<file path="src/rtl/fetch_unit.sv">
// ---------------------------------------------------------------------------
// fetch_unit
//
// Instruction fetch front end for the multi-cycle core. It holds the program
// counter and the instruction register, and runs a req/ack handshake to the
// instruction memory. It also forms absolute and relative branch targets from
// the instruction currently held in IR. The control FSM decodes the OPCODE
// and MM fields.
//
// Parameters
//   PC_W     program counter / instruction address width (must be <= 32,
//            because branch targets are taken from IR[PC_W-1:0])
//   TIMEOUT  wait cycles allowed for IM_ACK before the fetch is abandoned;
//            0 disables the timeout
//
// Ports
//   CLK          system clock, rising edge
//   RST_F        asynchronous active-low reset, clears everything
//   PC_WRITE     fetch request from the control FSM
//   PC_SEL       1 = next fetch goes to the branch target, 0 = to PC
//   BR_SEL       1 = absolute target, 0 = CUR_PC-relative target
//   PC_RST       synchronous clear of PC/IR/fetch state (sticky flags kept)
//   IM_REQ       instruction memory request, registered
//   IM_ADDR      instruction memory address, registered
//   IM_ACK       memory data valid
//   IM_RDATA     instruction word from memory
//   IR           instruction register
//   OPCODE       IR[31:28]
//   MM           IR[27:24]
//   CUR_PC       address of the instruction held in IR
//   INSTR_VALID  one-cycle pulse whenever IR is written (fetch or timeout)
//   FETCH_BUSY   high while a request is outstanding
//   FETCH_TO     sticky: a fetch was abandoned for lack of an ack
//   OVERRUN      sticky: PC_WRITE arrived while a fetch was outstanding
// ---------------------------------------------------------------------------
module fetch_unit #(
   parameter int PC_W    = 16,
   parameter int TIMEOUT = 8
) (
   input  logic            CLK,
   input  logic            RST_F,
   input  logic            PC_WRITE,
   input  logic            PC_SEL,
   input  logic            BR_SEL,
   input  logic            PC_RST,
   output logic            IM_REQ,
   output logic [PC_W-1:0] IM_ADDR,
   input  logic            IM_ACK,
   input  logic [31:0]     IM_RDATA,
   output logic [31:0]     IR,
   output logic [3:0]      OPCODE,
   output logic [3:0]      MM,
   output logic [PC_W-1:0] CUR_PC,
   output logic            INSTR_VALID,
   output logic            FETCH_BUSY,
   output logic            FETCH_TO,
   output logic            OVERRUN
);

   // Wide enough to hold the value TIMEOUT itself.
   localparam int CNT_W = (TIMEOUT > 0) ? $clog2(TIMEOUT + 1) : 1;

   typedef enum logic {
      IDLE = 1'b0,
      REQ  = 1'b1
   } state_t;

   // ------------------------------------------------------------------
   // Registered state and its next-state values
   // ------------------------------------------------------------------
   state_t            state,       state_d;
   logic [PC_W-1:0]   pc,          pc_d;
   logic [PC_W-1:0]   cur_pc,      cur_pc_d;
   logic [31:0]       ir,          ir_d;
   logic              im_req,      im_req_d;
   logic [PC_W-1:0]   im_addr,     im_addr_d;
   logic              instr_valid, instr_valid_d;
   logic              fetch_to,    fetch_to_d;
   logic              overrun,     overrun_d;
   logic [CNT_W-1:0]  wait_cnt,    wait_cnt_d;

   // Helper terms
   logic [PC_W-1:0]   br_field;
   logic [PC_W-1:0]   fetch_addr;
   logic [CNT_W-1:0]  wait_inc;
   logic              timeout_hit;

   assign br_field = ir[PC_W-1:0];

   // ------------------------------------------------------------------
   // Fetch address selection. This only matters at the IDLE edge that
   // accepts PC_WRITE, so PC_SEL and BR_SEL are effectively sampled there.
   // The offset is already PC_W bits wide, so sign-extending it to PC_W
   // changes nothing. A plain PC_W-bit add then gives the two's-complement
   // relative target modulo 2^PC_W.
   // ------------------------------------------------------------------
   always_comb begin
      fetch_addr = pc;
      if (PC_SEL) begin
         if (BR_SEL) fetch_addr = br_field;
         else        fetch_addr = cur_pc + br_field;
      end
   end

   // The counter holds the number of ack-less REQ edges seen so far. The
   // timeout fires on the edge where that count would reach TIMEOUT.
   assign wait_inc    = wait_cnt + CNT_W'(1);
   assign timeout_hit = (TIMEOUT > 0) && (wait_inc == CNT_W'(TIMEOUT));

   // ------------------------------------------------------------------
   // Next-state / output logic
   // ------------------------------------------------------------------
   always_comb begin
      // NOTE: every variable written here first gets its hold value, so no
      // path through the branches below leaves one unassigned (no latches).
      state_d       = state;
      pc_d          = pc;
      cur_pc_d      = cur_pc;
      ir_d          = ir;
      im_req_d      = im_req;
      im_addr_d     = im_addr;
      instr_valid_d = 1'b0;
      fetch_to_d    = fetch_to;
      overrun_d     = overrun;
      wait_cnt_d    = wait_cnt;

      if (PC_RST) begin
         // Synchronous clear. It wins over PC_WRITE and aborts any
         // outstanding request. The sticky error flags survive it.
         state_d    = IDLE;
         pc_d       = '0;
         cur_pc_d   = '0;
         ir_d       = '0;
         im_req_d   = 1'b0;
         im_addr_d  = '0;
         wait_cnt_d = '0;
      end else begin
         unique case (state)
            IDLE: begin
               if (PC_WRITE) begin
                  im_addr_d  = fetch_addr;
                  im_req_d   = 1'b1;
                  wait_cnt_d = '0;
                  state_d    = REQ;
               end
            end

            REQ: begin
               // The request is still in flight, so a new fetch request
               // cannot be honoured. It is only recorded.
               if (PC_WRITE) overrun_d = 1'b1;

               if (IM_ACK) begin
                  // An ack beats a timeout that lands on the same edge.
                  ir_d          = IM_RDATA;
                  cur_pc_d      = im_addr;
                  pc_d          = im_addr + PC_W'(1);
                  instr_valid_d = 1'b1;
                  im_req_d      = 1'b0;
                  state_d       = IDLE;
               end else if (timeout_hit) begin
                  // Abandon the fetch and hand the FSM a noop. PC and
                  // CUR_PC stay put, so a sequential refetch retries the
                  // same address.
                  ir_d          = '0;
                  fetch_to_d    = 1'b1;
                  instr_valid_d = 1'b1;
                  im_req_d      = 1'b0;
                  state_d       = IDLE;
               end else if (TIMEOUT > 0) begin
                  wait_cnt_d = wait_inc;
               end
            end

            default: state_d = IDLE;
         endcase
      end
   end

   // ------------------------------------------------------------------
   // State register
   // ------------------------------------------------------------------
   always_ff @(posedge CLK or negedge RST_F) begin
      if (!RST_F) begin
         state       <= IDLE;
         pc          <= '0;
         cur_pc      <= '0;
         ir          <= '0;
         im_req      <= 1'b0;
         im_addr     <= '0;
         instr_valid <= 1'b0;
         fetch_to    <= 1'b0;
         overrun     <= 1'b0;
         wait_cnt    <= '0;
      end else begin
         // NOTE: non-blocking assignments, so every register updates from
         // the values present before this edge, regardless of order.
         state       <= state_d;
         pc          <= pc_d;
         cur_pc      <= cur_pc_d;
         ir          <= ir_d;
         im_req      <= im_req_d;
         im_addr     <= im_addr_d;
         instr_valid <= instr_valid_d;
         fetch_to    <= fetch_to_d;
         overrun     <= overrun_d;
         wait_cnt    <= wait_cnt_d;
      end
   end

   // ------------------------------------------------------------------
   // Outputs. All of them come straight from registers, apart from the
   // IR field slices and the state decode.
   // ------------------------------------------------------------------
   assign IM_REQ      = im_req;
   assign IM_ADDR     = im_addr;
   assign IR          = ir;
   assign OPCODE      = ir[31:28];
   assign MM          = ir[27:24];
   assign CUR_PC      = cur_pc;
   assign INSTR_VALID = instr_valid;
   assign FETCH_BUSY  = (state == REQ);
   assign FETCH_TO    = fetch_to;
   assign OVERRUN     = overrun;

endmodule

</file>
<file path="config.mk">
export PLATFORM = sky130hd
export DESIGN_NAME = fetch_unit
export DESIGN_NICKNAME = d
export VERILOG_FILES = /design/src/rtl/fetch_unit.sv
export SDC_FILE = /design/constraint.sdc
export NUM_CORES = 1
export LEC_CHECK = 0
export BUFFER_PORTS_ARGS = -buffer_cell sky130_fd_sc_hd__buf_2
export CORE_ASPECT_RATIO = 0.6
export CORE_MARGIN = 1.5
export CORE_UTILIZATION = 35
export CTS_CLUSTER_DIAMETER = 30
export DETAILED_ROUTE_END_ITERATION = 16
export SLEW_MARGIN = 0
export SYNTH_ARGS = -nofsm -noshare
export SYNTH_HDL_FRONTEND = slang
export SYNTH_SLANG_ARGS = --single-unit
</file>
<file path="constraint.sdc">
create_clock -name CLK -period 2.19 [get_ports CLK]
set_clock_uncertainty 0.1 [all_clocks]
set_input_delay 0.219 -clock CLK [delete_from_list [all_inputs] [get_ports CLK]]
set_output_delay 0.219 -clock CLK [all_outputs]
set_load 0.02 [all_outputs]
</file>
---- Word level (Yosys, flattened, before mapping) ----
Index checks and enable logic that the tools add are counted.
word-level totals
  input bits .............................. 39
  output and inout bits ................... 77
  register bits ........................... 89
operators by class
  add/subtract/negate cells ............... 3
  reductions and logical operators ........ 11
  equality and inequality tests ........... 6
  multiplexer cells ....................... 34
  bitwise operators ....................... 3
operator list
  cell                                                             count
  16-bit two-way mux                                               11
  32-bit two-way mux                                               4
  16-bit by 1-bit adder with 16-bit output, second input constant  1
  16-bit adder                                                     1
  4-bit two-way mux                                                4
  1-bit two-way mux                                                12
  3-bit != test, second input constant                             3
  4-bit one-hot mux with 2 select lines                            1
  2-bit AND reduction                                              4
  3-bit AND reduction                                              2
  2-bit nonzero test                                               3
  4-bit by 1-bit adder with 4-bit output, second input constant    1
  4-bit equality test, second input constant                       1
  4-bit by 3-bit != test with 1-bit output, second input constant  1
  1-bit one-hot mux with 2 select lines                            2
  4-bit AND reduction                                              1
  1-bit NOT                                                        3
  3-bit nonzero test                                               1
  2-bit != test, second input constant                             1

---- Longest topological paths before layout ----
Gate-level depths: netlist (run 1).
  depth after elaboration ................. 6
  gate-level depth with buffers ........... 10

---- Least setup slack after synthesis (run 1) ----
No wires, ideal clock.
  path kind ............................... register -> register
  start point ............................. register ir[4], in the netlist IR[4]
  end point ............................... register im_addr[13], in the netlist IM_ADDR[13]
  setup time .............................. 0.144 ns
  slack ................................... -0.276 ns
  cell stages (with the launch flop) ...... 9
  buffers on the path ..................... 0
  period minus slack after synthesis ...... 2.466 ns
  arrival ................................. 2.223 ns
  data required time ...................... 1.946 ns
  cells stage by stage .................... dfrtp_1 -> ha_1 -> and3_1 -> a2111oi_4 -> o31ai_2 -> a21o_1 -> o31ai_2 -> xor2_1 -> o221ai_1
on the way
  longest elaborated chain between the ends .. 6
RTL lines
  what                    line  RTL
  start, declared         74    logic [31:0] ir, ir_d;
  start signal, assigned  201   ir <= ir_d;
  16-bit adder            101   else fetch_addr = cur_pc + br_field;
  16-bit two-way mux      100   if (BR_SEL) fetch_addr = br_field;
  16-bit two-way mux      99    if (PC_SEL) begin
  16-bit two-way mux      140   if (PC_WRITE) begin
  16-bit two-way mux      138   unique case (state)
  16-bit two-way mux      127   if (PC_RST) begin
  end signal, assigned    203   im_addr <= im_addr_d;
  end, declared           76    logic [PC_W-1:0] im_addr, im_addr_d;
Every way passes these cells. The select of a mux whose other input is x is not followed.
A chain may end at the register's enable or synchronous reset.

---- Worst setup path in the final report (run 1) ----
Same ends and word-level chain as after synthesis.

==> results.py, run 1 <==
metrics = {
    "outcome": {
        "status": "finished, violations left",
        "violations": "setup timing",
    },
    "critical_path": {
        "start_kind": "register",
        "cp-end-kind": "register",
        "crit_fanout": 4,
        "cp_top_family": "compound AO/OA/AOI/OAI gates",
        "crit_top_cell": "o31ai_2",
        "path_cells": "ha_4 > and3_4 > a2111oi_4 > o31ai_2 > a21o_2 > o31ai_2 > xor2_1 > o221ai_1",
        "slowest_stage": "dfrtp_2",
        "critical_path.max_stage_delay_ps": 430,
        "crit_buf_inv": 0,
        "critical_path_class": "reg -> reg",
        "worstPathRequired_ps": 2310,
        "worstPathArrival_ps": 2500,
    },
    "sta": {
        "maxSlewHeadroom": 0.634,
        "fmax_mhz": 420,
        "slew_violations": 0,
        "setup-tns-final_ps": -984,
        "min_period_ps": 2380,
        "timing.final.hold_violations": 0,
        "tightest_slew_ps": 548,
        "fin_crit_sh": 1.09,
        "rsz0062_at_grt": "true",
        "worst_slack_ps": -189,
        "setup_violations": 8,
    },
    "synthesis": {
        "yosysTopAreaCell": "dfrtp_1",
        "ys_seq_area_frac": 0.493,
        "synth_flop_cell": "dfrtp_1",
        "synthArstFlopShare": 1.00,
        "yosysWarnings": 0,
        "netlist_instances": 439,
        "synth.distinct_cells": 45,
        "synth_edf_count": 0,
        "synth_nets": 496,
        "avgSynthCellArea_um2": 10.3,
        "synth_top_area_share": 0.493,
        "ys_ff_latch": 89,
        "synth_area_um2": 4520,
        "ys_top_cells_by_area": "dfrtp_1, a22o_1, ha_1, nand2_1, o21ai_1",
    },
    "clocking": {
        "tritoncts": "done",
        "cts_sinks": 89,
        "cts_max_path_buffers": 2,
        "clk-insertion-delay-late_ps": 350,
        "cts_root_buf": "clkbuf_16",
        "cts_made_buffers": 9,
        "clkTransAtPathRegs_ps": 70,
        "htreeDepth": 3,
    },
    "global_routing": {
        "grt_max_degree": 55,
        "gr-total-overflow": 0,
        "track_usage": 0.214,
        "grt_pass1_wl_mm": 22.5,
        "antenna_found_initial": 0,
        "grt_pass1_vias": 4107,
    },
    "pwr": {
        "power.density_nw_per_um2": 597,
        "vdd_ir_drop_max_uv": 379,
        "power.switching_mw": 0.988,
        "power_frac_clock": 0.418,
        "swShare": 0.262,
        "internal_power_mw": 2.78,
        "p_seq_frac": 0.458,
        "combPwrFrac": 0.124,
        "leakagePower_nw": 3.15,
    },
    "cells_and_area": {
        "layout_common_cells": "buf_2, dfrtp_1, buf_4",
        "drive_above_1_share": 0.366,
        "diodes": 0,
        "design_area_um2": 6320,
        "layout_commonest_cell": "buf_2",
        "syn2layout_area_growth_pct": 39.8,
        "final_nets": 671,
    },
    "route": {
        "vias": 4177,
        "final_antenna_net_count": 0,
        "drc_errors": 0,
        "routed_wl_mm": 14.0,
        "via_per_inst": 5.33,
        "drt-initial-drc-count": 227,
        "wl_per_cell_um": 17.9,
        "drt_first_pass_iters": 5,
    },
    "hold_path": {
        "hp-class": "in -> reg",
    },
    "floorplanning": {
        "die_h_um": 91.0,
        "die_x_um": 150,
        "pin_count": 116,
        "fp.dieArea_um2": 13600,
        "rows": 31,
        "start_util": 0.366,
        "coreArea_um2": 12300,
    },
    "place": {
        "place_congestion": 0.875,
        "port_buffers": 115,
        "placed_area_um2": 5620,
        "hpwl_mm": 9.68,
    },
    "job": {
        "maxCapViolations": 0,
    },
}
area by class of cell:
cell class	count	area [um^2]
Clock buffer	11	243
Clock inverter	4	53.8
Fill cell	1112	6020
Inverter	11	41.3
Multi-Input combinational cell	310	2290
Sequential cell	89	2240
Tap cell	165	206
Timing Repair Buffer	193	1250
worst paths after layout:
check / depth (start not counted) / start / end / slack [ps]
max in group asynchronous: 3 / RST_F / IR[24]$_DFFE_PN0P_ / 1040
worst min register to register: 1 / OVERRUN$_DFFE_PN0P_ / OVERRUN$_DFFE_PN0P_ / 370
worst max register to register: 8 / IR[4]$_DFFE_PN0P_ / IM_ADDR[13]$_DFFE_PN0P_ / -190
min in group asynchronous: 2 / RST_F / IR[4]$_DFFE_PN0P_ / 290
worst min-delay path: 2 / IM_RDATA[6] / IR[6]$_DFFE_PN0P_ / 5
worst max-delay path: 8 / IR[4]$_DFFE_PN0P_ / IM_ADDR[13]$_DFFE_PN0P_ / -190
synth_stat cells, types with 8 or more instances:
| cell type | count |
|---|---|
| xnor2_1 | 10 |
| xor2_1 | 17 |
| o21ai_1 | 31 |
| a21o_1 | 11 |
| ha_1 | 17 |
| buf_4 | 8 |
| a21oi_1 | 24 |
| clkbuf_1 | 18 |
| nand3_1 | 8 |
| a22o_1 | 49 |
| inv_1 | 9 |
| nor2_1 | 19 |
| dfrtp_1 | 89 |
| nand2_1 | 52 |
| o21ai_0 | 14 |
flip-flops by register name, summed over array words and instances, names as in the netlist:
| name | count |
|---|---|
| FETCH_TO | 1 |
| IM_ADDR | 16 |
| INSTR_VALID | 1 |
| FETCH_BUSY | 1 |
| OVERRUN | 1 |
| IR | 32 |
| CUR_PC | 16 |
| wait_cnt | 4 |
| IM_REQ | 1 |
| pc | 16 |
power by group through the flow:
stage | registers (mW) | logic, mW | clock network (mW)
2_1_floorplan | 1.80 | 0.166 | 0
3_3_place_gp | 1.75 | 0.427 | 0
3_5_place_dp | 1.75 | 0.432 | 0
4_1_cts | 1.72 | 0.464 | 1.60
5_1_grt | 1.73 | 0.509 | 1.68
6_report | 1.72 | 0.469 | 1.58
metal layers:
metal,vias up,share of wire,GRT usage
met5,-,0,0
met4,0,0.013,0.0539
li1,1934,-,-
met1,2061,0.51,0.333
met3,16,0.068,0.0472
met2,166,0.41,0.295
kinds of logic (layout without fill, tap and decap cells):
| group | Yosys count | after routing | share of synthesized area |
|---|---|---|---|
| AOI/OAI and AO/OA | 161 | 161 | 0.256 |
| xor gates and xnor gates | 27 | 27 | 0.0524 |
| adders and majority gates | 18 | 18 | 0.0515 |
| buffers and inverters | 40 | 219 | 0.0407 |
| DFF | 89 | 89 | 0.493 |
| muxes | 3 | 3 | 0.00665 |
| and+or+nand+nor | 101 | 101 | 0.0994 |
stage by stage:
step / instances / power [mW] / hold slack (ps) / setup slack, ps / utilization
after detailed placement: 739 / 2.18 / 126 / -221 / 0.455
final: 783 / 3.77 / 5.41 / -189 / 0.512
after floorplan: 439 / 1.96 / -177 / -150 / -
after global routing: 783 / 3.92 / 4.45 / -304 / 0.512
after global placement: 739 / 2.18 / 119 / -172 / 0.455
after CTS: 780 / 3.79 / 1.61 / -180 / 0.504
timing repair:
action | CTS | global route
setup endpoints to repair | 10 | 11
gates cloned | 0 | 0
hold buffers | 23 | 1
hold endpoints to repair | 57 | 1
buffers inserted | 3 | 3
resized for setup | 11 | 14
pin swaps | 6 | 11
Power figures use the tool's default switching activity.
==> inputs of run 2 (changes only) <==
GPL_ROUTABILITY_DRIVEN = 1   (was not set)
SKIP_CTS_REPAIR_TIMING = 1   (was not set)
==> run 2 against run 1 <==
Net effect: the flow finishes with violations (hold timing, setup timing); global-route usage decreased by 0.42 points; power fell by 0.66%; first-iteration DRC count rose by 12%; critical path type unchanged; critical endpoint unchanged; highest routed layer unchanged.
==> results.py, run 2 (synthesized netlist as in run 1, its figures left out) <==
metrics = {
    "cells_and_area": {
        "stdcell_count": 767,
        "layout_common_cells": "buf_2, dfrtp_1, buf_4",
        "final_nets": 655,
        "diodes": 0,
        "largest_reg_flops": 32,
        "layout_commonest_cell": "buf_2",
        "num-fill-cells": 1127,
        "drive_above_1_share": 0.375,
        "syn2layout_area_growth_pct": 36.3,
        "fin_util": 0.499,
        "design_area_um2": 6160,
    },
    "route": {
        "drc_errors": 0,
        "wl_per_cell_um": 18.2,
        "final_antenna_net_count": 0,
        "routed_wl_mm": 14.0,
        "drt_first_pass_iters": 4,
        "via_per_inst": 5.36,
        "drt-initial-drc-count": 254,
        "vias": 4112,
    },
    "pwr": {
        "p_seq_frac": 0.461,
        "finalPower_mw": 3.74,
        "combPwrFrac": 0.119,
        "internal_power_mw": 2.76,
        "vdd_ir_drop_max_uv": 389,
        "power_frac_clock": 0.420,
        "swShare": 0.262,
        "power.switching_mw": 0.981,
        "power.density_nw_per_um2": 608,
        "leakagePower_nw": 3.09,
    },
    "clocking": {
        "htreeDepth": 3,
        "cts_root_buf": "clkbuf_16",
        "cts_made_buffers": 9,
        "tritoncts": "done",
        "clkTransAtPathRegs_ps": 70,
        "cts_max_path_buffers": 2,
        "clk-insertion-delay-late_ps": 350,
        "cts_sinks": 89,
    },
    "floorplanning": {
        "pin_count": 116,
        "start_util": 0.366,
        "fp.dieArea_um2": 13600,
        "coreArea_um2": 12300,
        "die_x_um": 150,
        "die_h_um": 91.0,
        "rows": 31,
    },
    "job": {
        "maxCapViolations": 0,
    },
    "sta": {
        "setup_violations": 9,
        "tightest_slew_ps": 499,
        "maxSlewHeadroom": 0.667,
        "rsz0062_at_grt": "true",
        "fmax_mhz": 414,
        "slew_violations": 0,
        "min_period_ps": 2420,
        "timing.final.hold_violations": 8,
        "fin_crit_sh": 1.10,
        "fin_hold_ws_ps": -8.35,
        "worst_slack_ps": -225,
    },
    "outcome": {
        "status": "finished, violations left",
        "violations": "hold timing, setup timing",
    },
    "critical_path": {
        "path_cells": "ha_4 > a21o_1 > a2111oi_4 > o31ai_2 > a21o_2 > o31ai_2 > xor2_1 > o221ai_1",
        "critical_path_class": "reg -> reg",
        "slowest_stage": "dfrtp_2",
        "worstPathArrival_ps": 2530,
        "critical_path.max_stage_delay_ps": 450,
        "cp-end-kind": "register",
        "crit_fanout": 4,
        "crit_buf_inv": 0,
        "start_kind": "register",
        "worstPathRequired_ps": 2310,
        "cp_top_family": "compound AO/OA/AOI/OAI gates",
        "crit_top_cell": "o31ai_2",
    },
    "place": {
        "port_buffers": 115,
        "hpwl_mm": 9.68,
        "place_congestion": 0.875,
        "placed_area_um2": 5620,
        "dp.cells": 739,
    },
    "global_routing": {
        "grt_pass1_vias": 3960,
        "antenna_found_initial": 0,
        "grt_max_degree": 55,
        "gr-total-overflow": 0,
        "track_usage": 0.210,
        "grt_pass1_wl_mm": 21.9,
    },
    "hold_path": {
        "hp-class": "in -> reg",
    },
}
==> run 2: cell count changes in the layout (fill, tap and decap cells not counted), sizes merged <==
cell         change
dlygate4sd3     -16
==> run 2: final cells by class <==
class / count / area (um^2) / share of cell area
multi-input combinational: 310 / 2290 / 0.372
sequential: 89 / 2240 / 0.363
timing repair buffer: 177 / 1090 / 0.177
clock buffer: 11 / 243 / 0.0394
tap: 165 / 206 / 0.0335
clock inverter: 4 / 53.8 / 0.00874
inverter: 11 / 41.3 / 0.00670
==> run 2: path summary, 6_finish.rpt <==
kind | cells past startpoint | to | slack, ps | startpoint
setup / recovery | 8 | IM_ADDR[13]$_DFFE_PN0P_ | -230 | IR[1]$_DFFE_PN0P_
hold / removal | 2 | IR[28]$_DFFE_PN0P_ | -8 | IM_RDATA[28]
setup reg to reg | 8 | IM_ADDR[13]$_DFFE_PN0P_ | -230 | IR[1]$_DFFE_PN0P_
hold reg to reg | 1 | OVERRUN$_DFFE_PN0P_ | 370 | OVERRUN$_DFFE_PN0P_
max in group asynchronous | 3 | pc[15]$_DFFE_PN0P_ | 1040 | RST_F
min in group asynchronous | 2 | CUR_PC[4]$_DFFE_PN0P_ | 290 | RST_F
==> run 2: routing by layer <==
| layer | share of wire | wire length (um) | up-vias | GRT usage |
|---|---|---|---|---|
| li1 | - | - | 1905 | - |
| met1 | 0.50 | 7010 | 2015 | 0.329 |
| met2 | 0.41 | 5730 | 168 | 0.284 |
| met3 | 0.073 | 1020 | 24 | 0.0497 |
| met4 | 0.015 | 212 | 0 | 0.0507 |
| met5 | 0 | 0 | - | 0 |
==> run 2: worst reg2reg max path, cell delays in order (launching register included) <==
cell and delay [ps]:
dfrtp_2 450, ha_4 250, a21o_1 220, a2111oi_4 390, o31ai_2 110, a21o_2 250, o31ai_2 200, xor2_1 190
o221ai_1 130
==> run 2: power groups by stage <==
stage	Clock (mW)	Sequential, mW	Combinational (mW)
floorplan	0	1.80	0.166
global placement	0	1.75	0.427
detailed placement	0	1.75	0.432
CTS	1.60	1.72	0.432
global route	1.68	1.73	0.487
finish	1.57	1.72	0.447
==> run 2: stage by stage <==
| stage | setup TNS (ps) | hold slack (ps) | setup slack [ps] |
|---|---|---|---|
| global placement | -828 | 119 | -172 |
| CTS | -1440 | -244 | -249 |
| detailed placement | -1130 | 126 | -221 |
| global route | -1860 | 1.47 | -272 |
| finish | -1040 | -8.35 | -225 |
| floorplan | -530 | -177 | -150 |
==> inputs of run 3 (changes only) <==
==> constraint.sdc (replaced) <==
create_clock -name CLK -period 2.19 [get_ports CLK]
set_clock_uncertainty 0.1 [all_clocks]
set_input_delay 0.1095 -clock CLK [delete_from_list [all_inputs] [get_ports CLK]]
set_output_delay 0.1095 -clock CLK [all_outputs]
set_load 0.02 [all_outputs]
==> run 3 against run 2 <==
Net effect: the flow finishes with violations (setup timing); power increased by 0.97%; hold slack improved by 61 ps; register-to-register slack got worse by 30 ps; clock-buffer cell count decreased by 1; critical path depth unchanged.
==> results.py, run 3 (synthesized netlist as in run 1, its figures left out) <==
metrics = {
    "outcome": {
        "status": "finished, violations left",
        "violations": "setup timing",
    },
    "pwr": {
        "power.switching_mw": 1.01,
        "internal_power_mw": 2.77,
        "power.density_nw_per_um2": 587,
        "p_seq_frac": 0.456,
        "finalPower_mw": 3.78,
        "vdd_ir_drop_max_uv": 353,
        "leakagePower_nw": 3.21,
        "power_frac_clock": 0.416,
        "combPwrFrac": 0.128,
        "swShare": 0.266,
    },
    "place": {
        "place_congestion": 0.873,
        "dp_slack_ps": -230,
        "hpwl_mm": 9.82,
        "port_buffers": 115,
    },
    "critical_path": {
        "path_cells": "ha_4 > and3_4 > a2111oi_4 > o31ai_2 > a21o_1 > o31ai_4 > xnor2_2 > o221ai_2",
        "slowest_stage": "dfrtp_2",
        "regToRegSetupSlack_ps": -260,
        "crit_fanout": 4,
        "worstPathRequired_ps": 2310,
        "cp_top_family": "compound AO/OA/AOI/OAI gates",
        "worstPathArrival_ps": 2570,
        "crit_buf_inv": 0,
        "critical_path.max_stage_delay_ps": 430,
        "start_kind": "register",
        "cp-end-kind": "register",
        "critical_path_class": "reg -> reg",
    },
    "sta": {
        "tightest_slew_ps": 502,
        "fmax_mhz": 409,
        "slew_violations": 0,
        "rsz0062_at_grt": "true",
        "timing.final.hold_violations": 0,
        "worst_slack_ps": -257,
        "setup_violations": 8,
        "fin_crit_sh": 1.12,
        "min_period_ps": 2450,
        "maxSlewHeadroom": 0.665,
    },
    "floorplanning": {
        "fp.dieArea_um2": 13600,
        "rows": 31,
        "start_util": 0.366,
        "pin_count": 116,
        "die_h_um": 91.0,
        "die_x_um": 150,
        "coreArea_um2": 12300,
    },
    "hold_path": {
        "hp-class": "in -> reg",
    },
    "cells_and_area": {
        "syn2layout_area_growth_pct": 42.6,
        "diodes": 0,
        "final_nets": 681,
        "layout_commonest_cell": "buf_2",
        "largest_reg_flops": 32,
        "drive_above_1_share": 0.362,
        "layout_common_cells": "buf_2, dfrtp_1, nand2_1",
    },
    "clocking": {
        "tritoncts": "done",
        "cts_root_buf": "clkbuf_16",
        "htreeDepth": 3,
        "cts_max_path_buffers": 2,
        "clkTransAtPathRegs_ps": 70,
        "cts_sinks": 89,
        "cts_made_buffers": 9,
        "clk-insertion-delay-late_ps": 350,
    },
    "global_routing": {
        "gr-total-overflow": 0,
        "grt_max_degree": 55,
        "track_usage": 0.210,
        "grt_pass1_wl_mm": 21.8,
        "antenna_found_initial": 0,
        "grt_pass1_vias": 3921,
    },
    "route": {
        "drc_errors": 0,
        "wl_per_cell_um": 17.9,
        "vias": 4161,
        "via_per_inst": 5.24,
        "final_antenna_net_count": 0,
        "drt_first_pass_iters": 5,
        "drt-initial-drc-count": 223,
        "routed_wl_mm": 14.2,
    },
    "job": {
        "maxCapViolations": 0,
    },
}
## run 3: cell count changes in the layout (fill, tap and decap cells not counted), sizes merged
cell | before | now
dlygate4sd3 | 8 | 34
inv | 11 | 13
clkbuf | 11 | 10
## run 3: worst reg2reg max path, delay by kind of cell (launching register included)
family                   cells  cell delay, ps
AND/OR/NAND/NOR              1             190
AO/OA/AOI/OAI                5            1200
XOR/XNOR                     1             150
flip-flops                   1             430
adder cells (fa/ha/maj)      1             260
## run 3: path summary, 6_finish.rpt
| kind | from | endpoint | cells after the start |
|---|---|---|---|
| worst max-delay path | IR[4]$_DFFE_PN0P_ | IM_ADDR[15]$_DFFE_PN0P_ | 8 |
| min in group asynchronous | RST_F | IM_ADDR[5]$_DFFE_PN0P_ | 2 |
| max in group asynchronous | RST_F | IR[27]$_DFFE_PN0P_ | 3 |
| worst min register to register | OVERRUN$_DFFE_PN0P_ | OVERRUN$_DFFE_PN0P_ | 1 |
| worst min-delay path | IM_ACK | FETCH_TO$_DFFE_PN0P_ | 3 |
| worst max register to register | IR[4]$_DFFE_PN0P_ | IM_ADDR[15]$_DFFE_PN0P_ | 8 |
## run 3: power groups by stage
| stage | Sequential (mW) | Combinational (mW) | Clock (mW) |
|---|---|---|---|
| final | 1.73 | 0.484 | 1.57 |
| after global routing | 1.73 | 0.526 | 1.67 |
| after CTS | 1.72 | 0.430 | 1.60 |
| after detailed placement | 1.75 | 0.429 | 0 |
| after global placement | 1.75 | 0.424 | 0 |
| after floorplan | 1.80 | 0.166 | 0 |
## run 3: layout make-up
type | count | area, um^2
Multi-Input combinational cell | 310 | 2310
Clock inverter | 6 | 67.6
Inverter | 11 | 41.3
Clock buffer | 10 | 229
Tap cell | 165 | 206
Fill cell | 1116 | 5890
Timing Repair Buffer | 203 | 1360
Sequential cell | 89 | 2240
## run 3: per-layer routing
metal,vias up,track usage,share of wire
met3,16,0.0548,0.072
met4,0,0.0588,0.0096
met5,-,0,0
li1,1961,-,-
met1,2019,0.325,0.51
met2,165,0.283,0.41
## run 3: per-stage QoR
| step | instances | utilization | instance area (um^2) | hold WS [ps] | TNS, ps |
|---|---|---|---|---|---|
| after floorplan | 439 | - | 4570 | -286 | -530 |
| after global placement | 738 | 0.455 | 5610 | 7.56 | -846 |
| after detailed placement | 738 | 0.455 | 5610 | 17.9 | -1370 |
| after CTS | 754 | 0.479 | 5910 | -354 | -1670 |
| after global routing | 794 | 0.522 | 6440 | 60.6 | -1930 |
| final | 794 | 0.522 | 6440 | 52.6 | -1100 |
